[src/rtl/matrix_pkg.sv]
// Shared HUB75 definitions: bus widths, rgb bit positions, rx FSM states and the plane-wrap helper.
package matrix_pkg;
  localparam int HUB75_RGB_W = 6;
  localparam int PLANE_W     = 3;

  // Bit positions inside the {b2,g2,r2,b1,g1,r1} pixel word
  localparam int RGB_R1 = 0;
  localparam int RGB_G1 = 1;
  localparam int RGB_B1 = 2;
  localparam int RGB_R2 = 3;
  localparam int RGB_G2 = 4;
  localparam int RGB_B2 = 5;

  typedef enum logic {RX_IDLE, RX_DRAIN} rx_state_e;

  function automatic logic [PLANE_W-1:0] next_plane(input logic [PLANE_W-1:0] cur,
                                                    input logic [PLANE_W-1:0] last);
    return (cur == last) ? '0 : cur + 1'b1;
  endfunction
endpackage

[src/rtl/matrix_rx_if.sv]
// Framebuffer write port: one pixel word per valid&&ready.
interface matrix_rx_if #(
  parameter int ROW_WIDTH = 4,
  parameter int COL_WIDTH = 6
) ();
  import matrix_pkg::*;

  logic                   wr_valid;
  logic                   wr_ready;
  logic [ROW_WIDTH-1:0]   wr_row;
  logic [COL_WIDTH-1:0]   wr_col;
  logic [PLANE_W-1:0]     wr_plane;
  logic [HUB75_RGB_W-1:0] wr_data;

  modport master (output wr_valid, wr_row, wr_col, wr_plane, wr_data, input wr_ready);
  modport slave  (input wr_valid, wr_row, wr_col, wr_plane, wr_data, output wr_ready);
endinterface

[src/rtl/matrix_rx_sync.sv]
// Synchroniser for one async control line, with rise/fall pulses taken from the last stage.
module matrix_rx_sync #(
  parameter int STAGES = 2  // must be >= 2
) (
  input  logic clk_in,
  input  logic reset,
  input  logic d,
  output logic q,
  output logic rise,
  output logic fall
);
  logic [STAGES-1:0] chain;
  logic              prev;

  always_ff @(posedge clk_in) begin
    if (reset) begin
      chain <= '0;
      prev  <= 1'b0;
    end else begin
      chain <= {chain[STAGES-2:0], d};
      prev  <= chain[STAGES-1];
    end
  end

  assign q    = chain[STAGES-1];
  assign rise = q & ~prev;
  assign fall = ~q & prev;
endmodule

[src/rtl/matrix_rx.sv]
// HUB75 sink: rebuilds latched rows from oversampled panel lines and streams them out column by column.
// Optional MATRIX_RX_OE_MEASURE_EN adds the oe_cycles OE-high width measurement.
module matrix_rx
  import matrix_pkg::*;
#(
  parameter int COLUMNS     = 64,
  parameter int COL_WIDTH   = 6,
  parameter int ROW_WIDTH   = 4,
  parameter int PLANES      = 6,
  parameter int SYNC_STAGES = 2
) (
  input  logic                   clk_in,
  input  logic                   reset,
  input  logic                   hub_clk,
  input  logic                   hub_lat,
  input  logic                   hub_oe,
  input  logic [ROW_WIDTH-1:0]   hub_row,
  input  logic [HUB75_RGB_W-1:0] hub_rgb,
  matrix_rx_if.master            wr,
  output logic                   err_count,
  output logic                   err_overrun,
  input  logic                   clear_err
`ifdef MATRIX_RX_OE_MEASURE_EN
  ,
  output logic [15:0]            oe_cycles
`endif
);
  localparam int CTL_CLK = 0;
  localparam int CTL_LAT = 1;
  localparam int CTL_OE  = 2;
  localparam int NUM_CTL = 3;
  localparam int DAT_W   = ROW_WIDTH + HUB75_RGB_W;
  localparam logic [COL_WIDTH:0]   K_FULL     = (COL_WIDTH+1)'(COLUMNS);
  localparam logic [COL_WIDTH-1:0] COL_LAST   = COL_WIDTH'(COLUMNS-1);
  localparam logic [PLANE_W-1:0]   PLANE_LAST = PLANE_W'(PLANES-1);

  logic [NUM_CTL-1:0] ctl_in, ctl_q, ctl_rise, ctl_fall;
  assign ctl_in = {hub_oe, hub_lat, hub_clk};

  matrix_rx_sync #(.STAGES(SYNC_STAGES)) u_ctl_sync [NUM_CTL-1:0] (
    .clk_in (clk_in),
    .reset  (reset),
    .d      (ctl_in),
    .q      (ctl_q),
    .rise   (ctl_rise),
    .fall   (ctl_fall)
  );

  // Row/rgb use the same depth as the control chains so data lines up with the clk edge.
  logic [SYNC_STAGES-1:0][DAT_W-1:0] dat_pipe;
  always_ff @(posedge clk_in) begin
    if (reset) dat_pipe <= '0;
    else       dat_pipe <= {dat_pipe[SYNC_STAGES-2:0], {hub_row, hub_rgb}};
  end

  logic [ROW_WIDTH-1:0]   row_s;
  logic [HUB75_RGB_W-1:0] rgb_s;
  logic                   clk_rise, lat_rise;
  assign row_s    = dat_pipe[SYNC_STAGES-1][DAT_W-1:HUB75_RGB_W];
  assign rgb_s    = dat_pipe[SYNC_STAGES-1][HUB75_RGB_W-1:0];
  assign clk_rise = ctl_rise[CTL_CLK];
  assign lat_rise = ctl_rise[CTL_LAT];

  logic [COLUMNS-1:0][HUB75_RGB_W-1:0] shift_buf, shift_nxt, drain_buf;
  logic [COL_WIDTH:0]   k, k_nxt;
  logic                 k_ovf, k_ovf_nxt;
  logic [COL_WIDTH-1:0] pix_col;
  logic [PLANE_W-1:0]   plane, plane_nxt;
  logic [ROW_WIDTH-1:0] last_row;
  logic                 lat_seen;
  logic                 cnt_err_set, ovr_set;
  rx_state_e            state;

  assign pix_col = COL_LAST - k[COL_WIDTH-1:0];

  // Pixel storage is resolved before the latch so a same-cycle clk+lat commits that pixel.
  always_comb begin
    shift_nxt = shift_buf;
    k_nxt     = k;
    k_ovf_nxt = k_ovf;
    if (clk_rise) begin
      if (k != K_FULL) begin
        shift_nxt[pix_col] = rgb_s;
        k_nxt              = k + 1'b1;
      end else begin
        k_ovf_nxt = 1'b1;
      end
    end
  end

  always_comb begin
    plane_nxt = '0;
    if (lat_seen && row_s == last_row) plane_nxt = next_plane(plane, PLANE_LAST);
  end

  assign cnt_err_set = lat_rise && (k_nxt != K_FULL || k_ovf_nxt);
  assign ovr_set     = lat_rise && state == RX_DRAIN;

  always_ff @(posedge clk_in) begin
    if (reset) begin
      shift_buf   <= '0;
      k           <= '0;
      k_ovf       <= 1'b0;
      plane       <= '0;
      last_row    <= '0;
      lat_seen    <= 1'b0;
      err_count   <= 1'b0;
      err_overrun <= 1'b0;
    end else begin
      shift_buf   <= shift_nxt;
      k           <= lat_rise ? '0 : k_nxt;
      k_ovf       <= ~lat_rise & k_ovf_nxt;
      if (lat_rise) begin
        plane    <= plane_nxt;
        last_row <= row_s;
        lat_seen <= 1'b1;
      end
      err_count   <= cnt_err_set | (err_count & ~clear_err);
      err_overrun <= ovr_set | (err_overrun & ~clear_err);
    end
  end

  logic                   wr_valid_q;
  logic [ROW_WIDTH-1:0]   wr_row_q;
  logic [COL_WIDTH-1:0]   wr_col_q;
  logic [PLANE_W-1:0]     wr_plane_q;
  logic [HUB75_RGB_W-1:0] wr_data_q;

  always_ff @(posedge clk_in) begin
    if (reset) begin
      state      <= RX_IDLE;
      wr_valid_q <= 1'b0;
      wr_row_q   <= '0;
      wr_col_q   <= '0;
      wr_plane_q <= '0;
      wr_data_q  <= '0;
    end else begin
      case (state)
        RX_IDLE: begin
          if (lat_rise) begin
            drain_buf  <= shift_nxt;
            state      <= RX_DRAIN;
            wr_valid_q <= 1'b1;
            wr_row_q   <= row_s;
            wr_plane_q <= plane_nxt;
            wr_col_q   <= COL_LAST;
            wr_data_q  <= shift_nxt[COL_LAST];
          end
        end
        RX_DRAIN: begin
          if (wr.wr_ready) begin
            if (wr_col_q == '0) begin
              state      <= RX_IDLE;
              wr_valid_q <= 1'b0;
            end else begin
              wr_col_q  <= wr_col_q - 1'b1;
              wr_data_q <= drain_buf[wr_col_q - 1'b1];
            end
          end
        end
        default: state <= RX_IDLE;
      endcase
    end
  end

  assign wr.wr_valid = wr_valid_q;
  assign wr.wr_row   = wr_row_q;
  assign wr.wr_col   = wr_col_q;
  assign wr.wr_plane = wr_plane_q;
  assign wr.wr_data  = wr_data_q;

`ifdef MATRIX_RX_OE_MEASURE_EN
  logic [15:0] oe_cnt;
  always_ff @(posedge clk_in) begin
    if (reset) begin
      oe_cnt    <= '0;
      oe_cycles <= '0;
    end else if (ctl_fall[CTL_OE]) begin
      oe_cycles <= oe_cnt;
      oe_cnt    <= '0;
    end else if (ctl_q[CTL_OE] && oe_cnt != 16'hFFFF) begin
      oe_cnt <= oe_cnt + 16'd1;
    end
  end
`endif

  // Sync outputs not every build consumes (OE is ignored without the measurement option).
  logic unused_ctl;
  assign unused_ctl = ^{ctl_q, ctl_fall, ctl_rise[CTL_OE]};
endmodule

[src/flat_wrapper.sv]
// flat-port wrapper written by rule: the top's interface ports become plain ports
module matrix_rx_flat import matrix_pkg::*;
#(
  parameter int COLUMNS     = 64,
  parameter int COL_WIDTH   = 6,
  parameter int ROW_WIDTH   = 4,
  parameter int PLANES      = 6,
  parameter int SYNC_STAGES = 2
)
  (clk_in, reset, hub_clk, hub_lat, hub_oe, hub_row, hub_rgb, err_count, err_overrun, clear_err, wr_wr_valid, wr_wr_row, wr_wr_col, wr_wr_plane, wr_wr_data, wr_wr_ready);
  matrix_rx_if #(.ROW_WIDTH(ROW_WIDTH), .COL_WIDTH(COL_WIDTH)) wr_i ();
  input  logic clk_in;
  input  logic reset;
  input  logic hub_clk;
  input  logic hub_lat;
  input  logic hub_oe;
  input  logic [ROW_WIDTH-1:0] hub_row;
  input  logic [HUB75_RGB_W-1:0] hub_rgb;
  output logic err_count;
  output logic err_overrun;
  input  logic clear_err;
  output wire logic [$bits(wr_i.wr_valid)-1:0] wr_wr_valid;
  output wire logic [$bits(wr_i.wr_row)-1:0] wr_wr_row;
  output wire logic [$bits(wr_i.wr_col)-1:0] wr_wr_col;
  output wire logic [$bits(wr_i.wr_plane)-1:0] wr_wr_plane;
  output wire logic [$bits(wr_i.wr_data)-1:0] wr_wr_data;
  input wire logic [$bits(wr_i.wr_ready)-1:0] wr_wr_ready;
  assign wr_wr_valid = wr_i.wr_valid;
  assign wr_wr_row = wr_i.wr_row;
  assign wr_wr_col = wr_i.wr_col;
  assign wr_wr_plane = wr_i.wr_plane;
  assign wr_wr_data = wr_i.wr_data;
  assign wr_i.wr_ready = wr_wr_ready;
  matrix_rx #(.COLUMNS(COLUMNS), .COL_WIDTH(COL_WIDTH), .ROW_WIDTH(ROW_WIDTH), .PLANES(PLANES), .SYNC_STAGES(SYNC_STAGES)) u_core (.clk_in(clk_in), .reset(reset), .hub_clk(hub_clk), .hub_lat(hub_lat), .hub_oe(hub_oe), .hub_row(hub_row), .hub_rgb(hub_rgb), .wr(wr_i), .err_count(err_count), .err_overrun(err_overrun), .clear_err(clear_err));
endmodule
[config.mk]
export PLATFORM = sky130hd
export DESIGN_NAME = matrix_rx_flat
export DESIGN_NICKNAME = d
export VERILOG_FILES = /design/src/rtl/matrix_pkg.sv /design/src/rtl/matrix_rx_if.sv /design/src/rtl/matrix_rx_sync.sv /design/src/rtl/matrix_rx.sv /design/src/flat_wrapper.sv
export SDC_FILE = /design/constraint.sdc
export NUM_CORES = 1
export LEC_CHECK = 0
export CAP_MARGIN = 20
export CORE_MARGIN = 2
export CORE_UTILIZATION = 30
export DETAILED_ROUTE_END_ITERATION = 10
export DONT_BUFFER_PORTS = 1
export GPL_ROUTABILITY_DRIVEN = 0
export PLACE_DENSITY = 0.45
export SETUP_SLACK_MARGIN = 0.5
export SYNTH_ARGS = -nofsm -noshare
export SYNTH_HDL_FRONTEND = slang
export SYNTH_SLANG_ARGS = --single-unit
[constraint.sdc]
create_clock -name clk_in -period 62.3 [get_ports clk_in]
set_clock_uncertainty 0.05 [all_clocks]
set_input_delay 3.115 -clock clk_in [delete_from_list [all_inputs] [get_ports clk_in]]
set_output_delay 3.115 -clock clk_in [all_outputs]
set_load 0.03 [all_outputs]
After elaboration in Yosys (flattened, before gate mapping)
Index checks and enable logic that the tools add are counted.
{ "totals": {"reg_bits": 833, "latch_bits": 0, "mem_bits_rw": 0, "rom_bits": 0, "input_bits": 17, "out_inout_bits": 22, "word_cells": 215, "n_memories": 0} }
{ "classes": {"addsub": 4, "mul": 0, "div": 0, "order_cmp": 3, "eq_ne": 8, "n_shift": 0, "mux": 29, "n_bitwise": 13, "n_reduce_logical": 11} }
{ "ops": {"columns": ["op", "n"], "rows": [
  ["2-to-1 mux 384 bit", 2],
  ["bitwise mux 384 bit", 1],
  ["2-to-1 mux 6 bit", 8],
  ["binary-select mux 6 bit (select 6 bit)", 1],
  ["demux 6 bit (select 6 bit)", 1],
  ["one-hot mux 6 bit (2 select lines)", 2],
  ["less-than comparator 6 x 7 -> 1 bit (second input constant)", 2],
  ["2-to-1 mux 7 bit", 2],
  ["!= test 7 bit (second input constant)", 2],
  ["AND reduction 3 bit", 3],
  ["2-to-1 mux 1 bit", 8],
  ["adder 7 x 1 -> 7 bit (second input constant)", 1],
  ["greater-or-equal comparator 6 x 1 -> 1 bit (second input constant)", 1],
  ["zero test 6 bit", 1],
  ["2-to-1 mux 3 bit", 2],
  ["!= test 2 bit (second input constant)", 3],
  ["inverter 1 bit", 6],
  ["subtractor 6 x 1 -> 6 bit (second input constant)", 1],
  ["subtractor 6 bit (first input constant)", 1],
  ["AND 1 bit", 5],
  ["== test 4 bit", 1],
  ["logical AND 1 bit", 4],
  ["one-hot mux 1 bit (2 select lines)", 2],
  ["adder 3 x 1 -> 3 bit (second input constant)", 1],
  ["6 further kinds", 7]
]} }

Longest topological paths before layout
Gate-level depths: netlist (run 1).
{ "depth": {"word_depth": 10, "mapped_depth": 13, "mapped_depth_nobuf": 8} }

Cells and area by module
A second synthesis (run 1) with hierarchy kept.
{ "hier_totals": {"cells_unflattened": 2600, "area_unflattened_um2": 32424.8} }
{ "by_module_without_submodules": {"columns": ["mod", "n_inst", "cells_each", "area_each_um2", "seq_area_each_um2"], "rows": [
  ["matrix_rx", 1, 2584, 32242.2, 20399.6],
  ["matrix_rx_sync", 2, 8, 91.3, 60.1]
]} }

Least setup slack after synthesis (run 1)
No wires, ideal clock.
{ "synth_path": {"path_type": "in2reg", "startpoint": "input port reset", "endpoint": "register u_core.drain_buf[0] (netlist name) (enable)", "setup_time_ns": 1.600, "arrival_ns": 29.580, "required_ns": 60.650, "path_slack_ns": 31.070, "path_stages": 3, "path_cell_list": "clkbuf_1 -> clkbuf_1 -> nor3_1"} }
{ "synth_via": {"elab_chain_len": 2} }
{ "synth_rtl": {"columns": ["item", "line", "source"], "rows": [
  ["start, declared", "flat_wrapper.sv:13", "input logic reset;"],
  ["inverter 1 bit (no source line)", null, null],
  ["AND reduction 3 bit (no source line)", null, null],
  ["end signal, assigned", "matrix_rx.sv:141", "drain_buf <= shift_nxt;"],
  ["end, declared", "matrix_rx.sv:64", "logic [COLUMNS-1:0][HUB75_RGB_W-1:0] shift_buf, shift_nxt, drain_buf;"]
]} }
No other way between the ends.
A chain may end at the register's enable or synchronous reset.

Final worst setup path (run 1)
{ "layout_path": {"startpoint": "input port reset", "endpoint": "register u_core.drain_buf[176] (netlist name) (enable)"} }
The elaborated chain is that of the path after synthesis.

==> flow_summary.toml, run 1 <==
[die]
start_util = 0.302
rows = 121
die_x_um = 335
die_area_mm2 = 0.112
dieHeight_um = 335
io-pin-count = 39
coreArea_mm2 = 0.109

[finish]
instances_no_fill = 3792
multi_input_area_mm2 = 0.0116
fin_nets = 2323
area_growth_pct = 13.1
fill_cells = 10500
final_design_area_no_fill_mm2 = 0.0371
regArea_mm2 = 0.0205
fin_util = 0.342
drive_gt1_frac = 0.267

[drt]
vias_per_cell = 4.72
wl_um = 79400
dr.first_iter.drc_count = 1099
drtPass1Iterations = 5
wl_per_cell_um = 20.9
vias = 17900
drc = 0
detail-route-antenna-nets = 0

[sta]
period_needed_ns = 5.63
setup_tns_ns = 0
grt_setup_unrepaired = "no"
fmax_ghz = 0.178
worst_slew_pin_slew_ns = 1.07
final_max_slew_viol_count = 0
setup_viol = 0
maxSlewHeadroom = 0.284
hold_viol = 0
finalCritPeriodShare = 0.0904

[yosys]
async_flop_share = 0
synth_ff_type = "dfxtp_1"
synth_most_common_cell = "dfxtp_1"
yosysTopAreaCell = "edfxtp_1"
ys_top_cells_by_count = "dfxtp_1, and2_1, edfxtp_1"
synthCells = 2340
synth_seq_cells = 833
yosysWarningCount = 0
synth_edf_count = 384
syn_nets = 2361
synthTopCellsByArea = "edfxtp_1, dfxtp_1, mux2_2, and2_1, mux4_2"
synth.distinct_cells = 67
synth_top_area_frac = 0.351
ys_seq_area_frac = 0.625
netlist_area_mm2 = 0.0328
syn_area_per_cell_um2 = 14.0

[power]
power_frac_comb = 0.059
pwr-share-seq = 0.488
power_density_mw_per_mm2 = 31.8
switching_share = 0.224
leakagePower_uw = 0.0137
clkPwrFrac = 0.453
max-vdd-ir-drop_v = 0.0000202
p_int_uw = 917
power.switching_uw = 265

[worst_setup_path]
r2r_slack_ns = 56.97
endpoint_kind = "flip-flop"
cp_common_cell = "buf_4"
slowest_delay_ns = 0.89
worst_r2r_endpoint = "u_core.wr.wr_data[4]"
crit_type = "in2reg"
reg2reg_from = "u_core.wr.wr_col[0]"
arrival_ns = 5.84
cp-start-kind = "input pin"
cp_max_fo = 74
cpMaxStageDelayCell = "buf_4"
crit_required_ns = 62.50
cp_cell_sequence = "nor3_2 -> buf_4 -> buf_4"
ff2ff_path_depth = 10

[clock_network]
postCtsHoldBufs = 0
h-tree-depth = 3
clock_latency_ns = 0.65
clk_pin_slew_ns = 0.06
cts.sinks = 833
cts-root-buf = "clkbuf_16"
cts_buffer_depth = 3
post_cts.repair.setup_buffers = 0
post_cts_resized = 0
cts_buffers = 91
cts_tree = "done"

[global_routing]
overflow = 0
antenna_found_initial = 3
grt_max_degree = 169
grt_pass1_wl_um = 119000
first_global_vias = 18300
grt_use_total = 0.142

[min_path]
min-delay-start = "u_core.dat_pipe[3]"
hold_depth = 1
hold_path_class = "reg2reg"
worst_hold_path.endpoint = "u_core.dat_pipe[13]"

[place]
dpl.hpwl_um = 46200
dpl.cell_count = 3623
io_buffers = 0
placed_area_mm2 = 0.0341

[run]
maxCapViolCount = 0

[status]
status = "complete, no violations"
==> area by class of cell <==
class,count,share of cell area
well taps,1414,0.0476
clock inverters,22,0.00640
inverters,9,0.00111
flip-flops and latches,833,0.553
multi-input cells,1344,0.312
repair buffers,23,0.00499
diodes,1,0.0000674
clock buffers,146,0.0746
==> sequential cells by signal, summed over array words and instances (netlist names) <==
name and cells:
u_core.err_overrun 1, u_core.drain_buf 384, u_core.shift_buf 384, u_core.wr.wr_valid 1
u_core.wr.wr_row 4, u_core.k 7, u_core.u_ctl_sync.prev 2, u_core.plane 3
u_core.state 1, u_core.k_ovf 1, u_core.u_ctl_sync.chain 4, u_core.wr.wr_plane 3
u_core.dat_pipe 20, u_core.wr.wr_data 6, u_core.last_row 4, u_core.lat_seen 1
u_core.wr.wr_col 6, u_core.err_count 1
==> stage by stage <==
stage / hold WS (ns) / setup WS (ns) / total power [uW]
2_1_floorplan: 0.364 / 31.07 / 639
3_3_place_gp: 0.384 / 56.03 / 660
3_5_place_dp: 0.378 / 55.93 / 661
4_1_cts: 0.389 / 56.63 / 1200
5_1_grt: 0.410 / 56.47 / 1230
6_report: 0.391 / 56.67 / 1180
==> cell families (layout without fill, tap and decap cells) <==
| kind of cell | Yosys count | in the layout | share of synthesized area |
|---|---|---|---|
| AO/OA/AOI/OAI | 108 | 108 | 0.0230 |
| flip-flops | 833 | 833 | 0.625 |
| other | 0 | 1 | 0 |
| multiplexers | 509 | 509 | 0.202 |
| adder cells (fa/ha/maj) | 4 | 4 | 0.00152 |
| AND/OR/NAND/NOR | 711 | 711 | 0.121 |
| buffers and inverters | 163 | 200 | 0.0224 |
| XOR/XNOR | 12 | 12 | 0.00400 |
==> how the worst max path moves through the flow <==
stage | from | endpoint | slack [ns] | depth (start not counted)
floorplan | reset | u_core.drain_buf[0] | 31.07 | 3
finish | reset | u_core.drain_buf[176] | 56.67 | 3
CTS | reset | u_core.drain_buf[169] | 56.63 | 3
detailed placement | reset | u_core.drain_buf[124] | 55.93 | 3
global placement | reset | u_core.drain_buf[125] | 56.03 | 3
global route | reset | u_core.drain_buf[170] | 56.47 | 3
==> cell usage in the layout (no fill, tap or decap), types with 11 or more instances in the layout <==
| cell type | count |
|---|---|
| a21oi_1 | 22 |
| o21ai_0 | 15 |
| nor2_1 | 57 |
| mux2i_1 | 44 |
| mux2_4 | 11 |
| nand3_1 | 23 |
| clkbuf_1 | 32 |
| edfxtp_1 | 384 |
| dfxtp_1 | 442 |
| mux2_2 | 374 |
| a31oi_1 | 14 |
| nand2_1 | 137 |
| and2_1 | 395 |
| nor3_1 | 13 |
| clkbuf_8 | 18 |
| nor2b_1 | 31 |
| buf_4 | 22 |
| mux4_2 | 69 |
| clkbuf_16 | 96 |
==> layer usage <==
layer | part of all wire | wire length (um) | track usage | up-vias
met4 | 0.022 | 1730 | 0.0431 | 2
li1 | - | - | - | 8318
met3 | 0.047 | 3730 | 0.0274 | 108
met1 | 0.46 | 36600 | 0.190 | 9178
met2 | 0.47 | 37300 | 0.233 | 311
met5 | 0.00010 | 8 | 0 | -
==> worst max-delay path: cells and delay by family <==
| family | cells | cell delay (ns) |
|---|---|---|
| buffers and inverters | 2 | 1.75 |
| and+or+nand+nor | 1 | 0.77 |
==> power groups by stage <==
stage / Combinational, uW / Clock (uW) / Sequential (uW)
finish: 69.5 / 536 / 577
global route: 75.3 / 574 / 577
CTS: 71.9 / 553 / 577
detailed placement: 71.8 / 0 / 589
global placement: 71.5 / 0 / 589
floorplan: 47.0 / 0 / 592
Note: power is estimated with default switching activity, not from simulation.
==> run 2, diff against run 1 <==
==> constraint.sdc (replaced) <==
create_clock -name clk_in -period 5.57 [get_ports clk_in]
set_clock_uncertainty 0.05 [all_clocks]
set_input_delay 0.2785 -clock clk_in [delete_from_list [all_inputs] [get_ports clk_in]]
set_output_delay 0.2785 -clock clk_in [all_outputs]
set_load 0.03 [all_outputs]
==> run 2 against run 1 <==
Effect of this change:
- sequential share of layout area decreased by 0.58 points
- utilization grew 0.36 points
- power rose to 11 times the previous value
- routed wire length rose by 3.0%
- register-to-register slack lost 55 ns
- setup slack lost 55 ns
- die area stayed put
- cell count increased by 0.69%
- sequential power rose to 11 times the previous value
- largest cell class unchanged
- non-clock buffer count is 21 higher
- combinational power increased to 11 times the previous value
- via count rose by 1.4%
==> flow_summary.toml, run 2 (synthesis gave the netlist of run 1 again) <==
[status]
status = "complete, no violations"

[global_routing]
grt_max_degree = 149
grt_pass1_wl_um = 122000
first_global_vias = 18700
antenna_found_initial = 1
grt_use_total = 0.146
overflow = 0

[place]
placed_area_mm2 = 0.0342
io_buffers = 0
dp_slack_ns = 1.69
dpl.cell_count = 3626
dpl.hpwl_um = 48500

[sta]
maxSlewHeadroom = 0.272
grt_setup_unrepaired = "no"
setup_tns_ns = 0
hold_viol = 0
finalCritPeriodShare = 0.694
setup_viol = 0
whs_ns = 0.0377
fmax_ghz = 0.259
period_needed_ns = 3.86
worst_slew_pin_slew_ns = 1.09
finalWorstSetupSlack_ns = 1.71
final_max_slew_viol_count = 0

[clock_network]
cts_buffer_depth = 3
cts-root-buf = "clkbuf_16"
clk_pin_slew_ns = 0.06
postCtsHoldBufs = 17
clock_latency_ns = 0.65
post_cts_resized = 0
post_cts.repair.setup_buffers = 0
cts_tree = "done"
cts.sinks = 833
h-tree-depth = 3
cts_buffers = 92

[finish]
drive_gt1_frac = 0.271
final_design_area_no_fill_mm2 = 0.0375
final_cell_mix = "dfxtp_1, and2_1, edfxtp_1"
largestRegisters = "u_core.drain_buf (384), u_core.shift_buf (384), u_core.dat_pipe (20)"
area_growth_pct = 14.3
instances_no_fill = 3818
layout_commonest_cell = "dfxtp_1"
fin_nets = 2345

[drt]
detail-route-antenna-nets = 0
vias = 18200
drtPass1Iterations = 5
wl_per_cell_um = 21.4
dr.first_iter.drc_count = 1162
vias_per_cell = 4.76
drc = 0
wl_um = 81800

[die]
rows = 121
coreArea_mm2 = 0.109
dieHeight_um = 335
die_x_um = 335
die_area_mm2 = 0.112
start_util = 0.302
io-pin-count = 39

[worst_setup_path]
crit_required_ns = 6.05
endpoint_kind = "flip-flop"
ff2ff_path_depth = 8
slowest_delay_ns = 0.69
arrival_ns = 4.35
cp-start-kind = "flip-flop"
cp_max_fo = 76
cp.depth = 8
cp_cell_sequence = "inv_1 -> ha_4 -> buf_12 -> nor2b_1 -> a32oi_1 -> a31oi_1 -> nor3_1 -> a221o_1"
crit_type = "reg2reg"
path_delay_family = "compound AO/OA/AOI/OAI gates"
cpMaxStageDelayCell = "dfxtp_1"
critPathBufInv = 2

[power]
power_density_mw_per_mm2 = 358
max-vdd-ir-drop_v = 0.000242
leakagePower_uw = 0.0139

[run]
maxCapViolCount = 0

[min_path]
hold_depth = 2
hold_path_class = "in2reg"
==> run 2: power by group <==
| group | internal [uW] | total (uW) | switching, uW |
|---|---|---|---|
| combinational | 276 | 791 | 515 |
| sequential | 6420 | 6480 | 60.6 |
| clock | 3700 | 6180 | 2480 |
| total | 10400 | 13400 | 3050 |
==> run 2: worst paths after layout <==
kind	from	endpoint	slack [ns]
setup / recovery	u_core.wr.wr_col[1]	u_core.wr.wr_data[3]	1.71
hold / removal	reset	u_core.shift_buf[93]	0.04
setup reg to reg	u_core.wr.wr_col[1]	u_core.wr.wr_data[3]	1.71
hold reg to reg	u_core.dat_pipe[3]	u_core.dat_pipe[13]	0.39
==> run 2: worst reg2reg max path, cell delays in order (launching register included) <==
cell	delay (ns)
dfxtp_1	0.69
inv_1	0.19
ha_4	0.62
buf_12	0.53
nor2b_1	0.50
a32oi_1	0.18
a31oi_1	0.50
nor3_1	0.12
a221o_1	0.37
==> run 2: final cells by class <==
cell class	count	area, um2
fill	10500	71200
tap	1414	1770
sequential	833	20500
inverter	9	41.3
timing repair buffer	44	465
antenna	2	5.00
multi-input combinational	1344	11600
clock inverter	30	305
clock buffer	142	2810
==> run 2: routing by layer <==
layer  track usage  routed length [um]  share of wire  vias up
li1              -                   -              -     8361
met1         0.199               37800           0.46     9317
met2         0.238               38200           0.47      353
met3        0.0220                3610          0.044      128
met4        0.0484                2190          0.027        0
met5             0                   0              0        -
==> run 2: through the flow <==
step | total power (uW) | util
after global placement | 7400 | 0.315
final | 13400 | 0.345
after floorplan | 7120 | -
after global routing | 13900 | 0.345
after CTS | 13600 | 0.345
after detailed placement | 7400 | 0.315
